$ cat config.mk
export PLATFORM = sky130hd
export DESIGN_NAME = mole_game_core
export DESIGN_NICKNAME = d
export VERILOG_FILES = /design/src/rtl/wam_pkg.sv /design/src/rtl/mole_game_core_lfsr_picker.sv /design/src/rtl/mole_game_core.sv
export SDC_FILE = /design/constraint.sdc
export NUM_CORES = 1
export LEC_CHECK = 0
export ABC_AREA = 1
export ABC_CLOCK_PERIOD_IN_PS = 2900
export BUFFER_PORTS_ARGS = -buffer_cell sky130_fd_sc_hd__clkbuf_2
export CAP_MARGIN = 20
export CORE_ASPECT_RATIO = 1.5
export CORE_MARGIN = 5
export CORE_UTILIZATION = 59
export DETAILED_ROUTE_END_ITERATION = 7
export PLACE_DENSITY = 0.78
export SYNTH_ARGS = -nofsm -noshare
export SYNTH_HDL_FRONTEND = slang
export SYNTH_SLANG_ARGS = --single-unit
$ cat constraint.sdc
create_clock -name clk -period 2.9 [get_ports clk]
set_input_delay 0.58 -clock clk [delete_from_list [all_inputs] [get_ports clk]]
set_output_delay 0.58 -clock clk [all_outputs]
set_load 0.02 [all_outputs]
$ cat src/rtl/wam_pkg.sv
// Shared constants for the Whack-a-Mole game core: state encoding, hole
// count, keypad position width and the hole-picker LFSR seed/taps.
package wam_pkg;

   localparam int unsigned NUM_HOLES = 9;
   localparam int unsigned POS_W     = 4;
   localparam int unsigned STATE_W   = 2;

   localparam logic [STATE_W-1:0] ST_IDLE = 2'd0;
   localparam logic [STATE_W-1:0] ST_GAP  = 2'd1;
   localparam logic [STATE_W-1:0] ST_UP   = 2'd2;
   localparam logic [STATE_W-1:0] ST_OVER = 2'd3;

   // x^8 + x^6 + x^5 + x^4 + 1, shifting left: feedback from bits 7,5,4,3
   localparam logic [7:0] LFSR_SEED = 8'hA5;
   localparam logic [7:0] LFSR_TAPS = 8'hB8;

   // One-hot hole vector for a hole index (index must be < NUM_HOLES)
   function automatic logic [NUM_HOLES-1:0] hole_onehot(input logic [POS_W-1:0] h);
      logic [NUM_HOLES-1:0] one;
      one = NUM_HOLES'(1);
      return one << h;
   endfunction

endpackage

$ cat src/rtl/mole_game_core_lfsr_picker.sv
// lfsr_picker: free-running 8-bit Fibonacci LFSR that supplies the next
// mole hole. A candidate register keeps the latest in-range LFSR nibble;
// the offered hole is bumped by one (mod NUM_HOLES) when it would repeat
// the hole taken last, so consecutive moles never share a hole.
// Ports:
//   clk, rst_n : clock, async active-low reset
//   take       : strobe, the current hole is being used for a new mole
//   hole[3:0]  : registered hole offer, always < NUM_HOLES
module lfsr_picker
   import wam_pkg::*;
(
   input  logic             clk,
   input  logic             rst_n,
   input  logic             take,
   output logic [POS_W-1:0] hole
);

   logic [7:0]       lfsr;
   logic [POS_W-1:0] cand;
   logic [POS_W-1:0] last;
   logic [POS_W-1:0] sel_c;

   // No-repeat rule applied to the candidate
   always_comb begin
      sel_c = cand;
      if (cand == last) begin
         sel_c = (cand == POS_W'(NUM_HOLES - 1)) ? '0 : cand + POS_W'(1);
      end
   end

   // LFSR advances every cycle; last starts out of range so the first pick is free
   always_ff @(posedge clk or negedge rst_n) begin
      if (!rst_n) begin
         lfsr <= LFSR_SEED;
         cand <= '0;
         last <= '1;
         hole <= '0;
      end else begin
         lfsr <= {lfsr[6:0], ^(lfsr & LFSR_TAPS)};
         if (lfsr[POS_W-1:0] < POS_W'(NUM_HOLES)) begin
            cand <= lfsr[POS_W-1:0];
         end
         hole <= sel_c;
         if (take) begin
            last <= hole;
         end
      end
   end

endmodule

$ cat src/rtl/mole_game_core.sv
// mole_game_core: Whack-a-Mole game engine. Consumes keypad presses,
// raises one mole at a time, times it, scores hits, counts misses and
// ends the game after MAX_MISSES misses.
// Optional feature: define WAM_SPEEDUP_EN to shorten mole life on each hit.
// Ports:
//   clk, reset        : clock, async active-low reset
//   start             : level, begins a game from IDLE or OVER
//   valid_key         : keypad key-valid level, rising edge = one press
//   position[3:0]     : pressed hole, >= 9 ignored
//   moles[8:0]        : one-hot active mole
//   score[SCORE_W-1:0]: saturating hit count
//   misses[2:0]       : saturating miss count
//   hit_pulse         : one-cycle strobe per hit
//   game_over         : high in OVER
module mole_game_core
   import wam_pkg::*;
#(
   parameter int unsigned TICK_DIV     = 50000,
   parameter int unsigned MOLE_LIFE_MS = 1000,
   parameter int unsigned SPAWN_GAP_MS = 400,
   parameter int unsigned MAX_MISSES   = 5,
   parameter int unsigned SCORE_W      = 8
) (
   input  logic                 clk,
   input  logic                 reset,
   input  logic                 start,
   input  logic                 valid_key,
   input  logic [POS_W-1:0]     position,
   output logic [NUM_HOLES-1:0] moles,
   output logic [SCORE_W-1:0]   score,
   output logic [2:0]           misses,
   output logic                 hit_pulse,
   output logic                 game_over
);

   localparam int unsigned TMAX  = (MOLE_LIFE_MS > SPAWN_GAP_MS) ? MOLE_LIFE_MS : SPAWN_GAP_MS;
   localparam int unsigned TIM_W = $clog2(TMAX + 1);
   localparam int unsigned PRE_W = $clog2(TICK_DIV + 1);

   logic                 vk_q, vk_qq;
   logic [POS_W-1:0]     pos_q, pos_r;
   logic                 press_r;
   logic [STATE_W-1:0]   state, state_nxt;
   logic [PRE_W-1:0]     pre_cnt, pre_nxt;
   logic                 tick_c;
   logic [TIM_W-1:0]     timer, timer_nxt;
   logic [NUM_HOLES-1:0] moles_nxt;
   logic [SCORE_W-1:0]   score_nxt;
   logic [2:0]           misses_nxt, misses_inc;
   logic                 hit_nxt;
   logic                 take_c;
   logic [POS_W-1:0]     hole;
   logic                 expire_c;
   logic [TIM_W-1:0]     life_reload;

`ifdef WAM_SPEEDUP_EN
   localparam int unsigned LIFE_STEP  = MOLE_LIFE_MS / 8;
   localparam int unsigned LIFE_FLOOR = MOLE_LIFE_MS / 4;
   logic [TIM_W-1:0] reload_nxt;
`else
   assign life_reload = TIM_W'(MOLE_LIFE_MS);
`endif

   lfsr_picker u_picker (
      .clk   (clk),
      .rst_n (reset),
      .take  (take_c),
      .hole  (hole)
   );

   assign tick_c     = (pre_cnt == PRE_W'(TICK_DIV - 1));
   assign expire_c   = tick_c && (timer <= TIM_W'(1));
   assign misses_inc = (misses < 3'(MAX_MISSES)) ? misses + 3'd1 : misses;

   // Next-state and registered-output values
   always_comb begin
      state_nxt  = state;
      timer_nxt  = timer;
      moles_nxt  = moles;
      score_nxt  = score;
      misses_nxt = misses;
      hit_nxt    = 1'b0;
      take_c     = 1'b0;
`ifdef WAM_SPEEDUP_EN
      reload_nxt = life_reload;
`endif
      case (state)
         ST_IDLE, ST_OVER: begin
            moles_nxt = '0;
            if (start) begin
               state_nxt  = ST_GAP;
               score_nxt  = '0;
               misses_nxt = '0;
               timer_nxt  = TIM_W'(SPAWN_GAP_MS);
`ifdef WAM_SPEEDUP_EN
               reload_nxt = TIM_W'(MOLE_LIFE_MS);
`endif
            end
         end
         ST_GAP: begin
            if (tick_c) begin
               if (timer <= TIM_W'(1)) begin
                  state_nxt = ST_UP;
                  take_c    = 1'b1;
                  moles_nxt = hole_onehot(hole);
                  timer_nxt = life_reload;
               end else begin
                  timer_nxt = timer - TIM_W'(1);
               end
            end
         end
         ST_UP: begin
            if (tick_c) begin
               timer_nxt = timer - TIM_W'(1);
            end
            // A hit outranks an expiry landing in the same cycle
            if (press_r && (hole_onehot(pos_r) == moles)) begin
               if (score != '1) begin
                  score_nxt = score + SCORE_W'(1);
               end
               hit_nxt   = 1'b1;
               moles_nxt = '0;
               state_nxt = ST_GAP;
               timer_nxt = TIM_W'(SPAWN_GAP_MS);
`ifdef WAM_SPEEDUP_EN
               reload_nxt = (life_reload >= TIM_W'(LIFE_FLOOR + LIFE_STEP)) ?
                            life_reload - TIM_W'(LIFE_STEP) : TIM_W'(LIFE_FLOOR);
`endif
            end else if (press_r || expire_c) begin
               misses_nxt = misses_inc;
               if (expire_c) begin
                  moles_nxt = '0;
                  state_nxt = ST_GAP;
                  timer_nxt = TIM_W'(SPAWN_GAP_MS);
               end
               if (misses_inc >= 3'(MAX_MISSES)) begin
                  moles_nxt = '0;
                  state_nxt = ST_OVER;
               end
            end
         end
         default: begin
            state_nxt = ST_IDLE;
            moles_nxt = '0;
         end
      endcase
      // Prescaler restarts on every state change so durations are whole ticks
      if (state_nxt != state || tick_c) begin
         pre_nxt = '0;
      end else begin
         pre_nxt = pre_cnt + PRE_W'(1);
      end
   end

   // State register
   always_ff @(posedge clk or negedge reset) begin
      if (!reset) begin
         state <= ST_IDLE;
      end else begin
         state <= state_nxt;
      end
   end

   // Press pipeline, timers and outputs; press is registered once more so
   // the hole compare sees a stable, range-filtered event
   always_ff @(posedge clk or negedge reset) begin
      if (!reset) begin
         vk_q      <= 1'b0;
         vk_qq     <= 1'b0;
         pos_q     <= '0;
         press_r   <= 1'b0;
         pos_r     <= '0;
         pre_cnt   <= '0;
         timer     <= '0;
         moles     <= '0;
         score     <= '0;
         misses    <= '0;
         hit_pulse <= 1'b0;
         game_over <= 1'b0;
      end else begin
         vk_q      <= valid_key;
         vk_qq     <= vk_q;
         pos_q     <= position;
         press_r   <= vk_q && !vk_qq && (pos_q < POS_W'(NUM_HOLES));
         pos_r     <= pos_q;
         pre_cnt   <= pre_nxt;
         timer     <= timer_nxt;
         moles     <= moles_nxt;
         score     <= score_nxt;
         misses    <= misses_nxt;
         hit_pulse <= hit_nxt;
         game_over <= (state_nxt == ST_OVER);
      end
   end

`ifdef WAM_SPEEDUP_EN
   // Mole life reload, shortened by hits
   always_ff @(posedge clk or negedge reset) begin
      if (!reset) begin
         life_reload <= TIM_W'(MOLE_LIFE_MS);
      end else begin
         life_reload <= reload_nxt;
      end
   end
`endif

endmodule

==> metrics.csv <==
metric;value;unit
Synth Cell Area;0.00432;mm²
#FFs+latches synth;81;
Final nets;580;
final setup fails;0;
P per Cell Area;812;mW/mm²
Distinct cells, synth;35;
setup TNS;0;ps
Max Buffers Root-to-Sink;2;
Clock transition at path regs;90;ps
row count;38;
H-tree depth;3;
die area;0.00918;mm²
initial DRC count;258;
Post-Place Cell Area;0.00456;mm²
Vias/cell;5.32;
Initial Utilization;0.602;
top_reg_cell synth;dfrtp_1;
Startpoint Class;flop;
Hold WC Path Type;primary input to flop;
Async SR Flop Fraction;1.00;
drt wl/cell;12.7;µm
Comb pwr share;0.428;
pin count of the biggest net entering global routing;82;
area leader, netlist;dfrtp_1;
estimated wirelength of the detail-placed design;6.30;mm
number of global-route vias before repair;3402;
Final ANT Viol Nets;0;
worst clock skew;11.0;ps
clock root cell;clkbuf_8;
final instance area;0.00480;mm²
initial antenna violation count;0;
final-report max-slew violation count;0;
Die W;79.9;µm
flop-to-flop setup slack;410;ps
Seq/Total Area, Yosys;0.471;
worst slew pin tran;494;ps
GP Congestion;0.890;
Final min period;2490;ps
WHS;321;ps
CTS tree;done;
post-cts resize count;0;
Fill cells;616;
Critical Path RT;3190;ps
status;finished, final reports clean;
Syn. warnings;0;
P_leak;2.27;nW
Setup Crit Path Kind;flop to flop;
Int Power;0.00218;W
final hold violation count;0;
Mapped Nets;544;
Clock Sink Count;81;
io pins;30;
share of power burned in registers;0.362;
ANT cells;0;
total core area;0.00718;mm²
final critical-path share of the clock period;0.859;
WP data arrival;2780;ps
commonest non-fill, non-tap cell in the layout;nand2_1;
max cap viols;0;
Die Ht;115;µm
CP Capture Type;flop;
first-pass GRT wire length;15.1;mm
Mapped Avg Cell Area;8.21;µm²
slew margin rel.;0.671;
fmax;402;MHz
DRC Markers;0;
overall routing resource usage;0.205;
layout cell share with drive strength beyond 1;0.141;
Post-synth EDFFs;0;
Synth top area share;0.422;
Mapped Cells;527;
I/O Buffers;29;
grt ovf;0;
VDD IR-drop max;0.353;mV
Pre-antenna DRT Iters;4;
Worst-Skew Late Latency;360;ps
most frequent cells in the layout;nand2_1 (124), dfrtp_1 (73), inv_1 (59);
clock buffer count from CTS;9;
routed vias;3552;
Net Sw Frac;0.440;
Net Sw Power;0.00171;W
Clk pwr share;0.210;
routed wire length;8.47;mm
largest cells by area after synthesis;dfrtp_1 (42%), nand2_1 (11%), inv_1 (5.1%), nand3_1 (5.0%), dfstp_2 (4.9%);
area delta synth->final;10.9;%
largest fanout on the critical path;13;
RSZ-0062 raised after global routing;false;
==> power by group through the flow <==
| stage | Sequential, W | Combinational (W) | Clock, W |
|---|---|---|---|
| 6_report | 0.00141 | 0.00167 | 0.000819 |
| 4_1_cts | 0.00141 | 0.00165 | 0.000840 |
| 5_1_grt | 0.00143 | 0.00189 | 0.000906 |
| 3_3_place_gp | 0.00142 | 0.00161 | 0 |
| 2_1_floorplan | 0.00145 | 0.00129 | 0 |
| 3_5_place_dp | 0.00143 | 0.00165 | 0 |
==> final cells by class <==
cell class / instances / area (µm²) / area share
repair buffers: 31 / 185 / 0.0386
inverters: 62 / 233 / 0.0485
clock buffers: 9 / 124 / 0.0258
clock inverters: 7 / 78.8 / 0.0164
flip-flops and latches: 81 / 2040 / 0.425
multi-input cells: 378 / 2010 / 0.420
well taps: 100 / 125 / 0.0261
==> metrics by stage <==
step | std cells | worst slack, ps | utilization | total power (W)
2_1_floorplan | 527 | 851 | - | 0.00274
3_3_place_gp | 650 | 481 | 0.635 | 0.00303
3_5_place_dp | 650 | 448 | 0.635 | 0.00308
4_1_cts | 666 | 420 | 0.663 | 0.00390
5_1_grt | 668 | 127 | 0.668 | 0.00423
6_report | 668 | 409 | 0.668 | 0.00389
==> registers in the layout, indices dropped and copies added, names as in the netlist <==
name and flops:
state 2, pos_q 4, pre_cnt 16, vk_qq 1, vk_q 1, press_r 1
score 8, u_picker.cand 4, u_picker.lfsr 8, misses 3, u_picker.hole 4, u_picker.last 4
moles 9, game_over 1, pos_r 4, timer 10, hit_pulse 1
==> cells by family after synthesis <==
logic type	after synthesis	share of synthesized area
adder cells (fa/ha/maj)	9	0.0260
AND/OR/NAND/NOR	269	0.286
buffers and inverters	68	0.0631
flip-flops	81	0.471
AO/OA/AOI/OAI	71	0.0949
XOR/XNOR	29	0.0587
==> worst max-delay path, cell delays in order (launching register included) <==
cell	delay, ps
dfrtp_1	440
inv_1	120
ha_1	440
inv_1	240
a21oi_1	290
nand3_1	380
nor2_1	290
o21ai_0	100
a21oi_1	110
==> worst paths after layout <==
path | depth (start not counted) | endpoint | startpoint
max | 8 | score[3] | state[0]
min | 1 | vk_q | valid_key
max reg2reg | 8 | score[3] | state[0]
min reg2reg | 0 | u_picker.lfsr[7] | u_picker.lfsr[6]
max in group asynchronous | 3 | u_picker.lfsr[2] | reset
min in group asynchronous | 2 | pos_r[1] | reset
==> repair_timing <==
item                                   CTS  global route
endpoints found under the hold margin    0             2
buffers inserted                         0             0
hold buffers                             0             1
==> cells in the mapped netlist (2+ instances only) <==
cell type and count:
nand2_1 124, dfrtp_1 73, inv_1 59, nor2_1 47, nand3_1 43, o21ai_0 32
xor2_1 19, a21oi_1 18, nor2_2 13, o31ai_1 13, nand4_1 11, xnor2_1 10
ha_1 9, dfstp_2 8, nor3_1 8, nand3b_1 6, nor3b_1 4, nor2_4 3
or2_2 3, a22oi_1 2, buf_2 2, buf_6 2, clkbuf_1 2, inv_2 2
nand2_2 2, nand3_2 2, o32ai_1 2
==> metal layers <==
metal,global-route usage,wire length (µm),vias to the layer above,share of wire
met5,0,0,-,0
met4,0.0902,179,0,0.021
met3,0.0345,306,16,0.036
met2,0.348,4290,73,0.51
met1,0.255,3700,1656,0.44
li1,-,-,1807,-
Power figures use the tool's default switching activity.
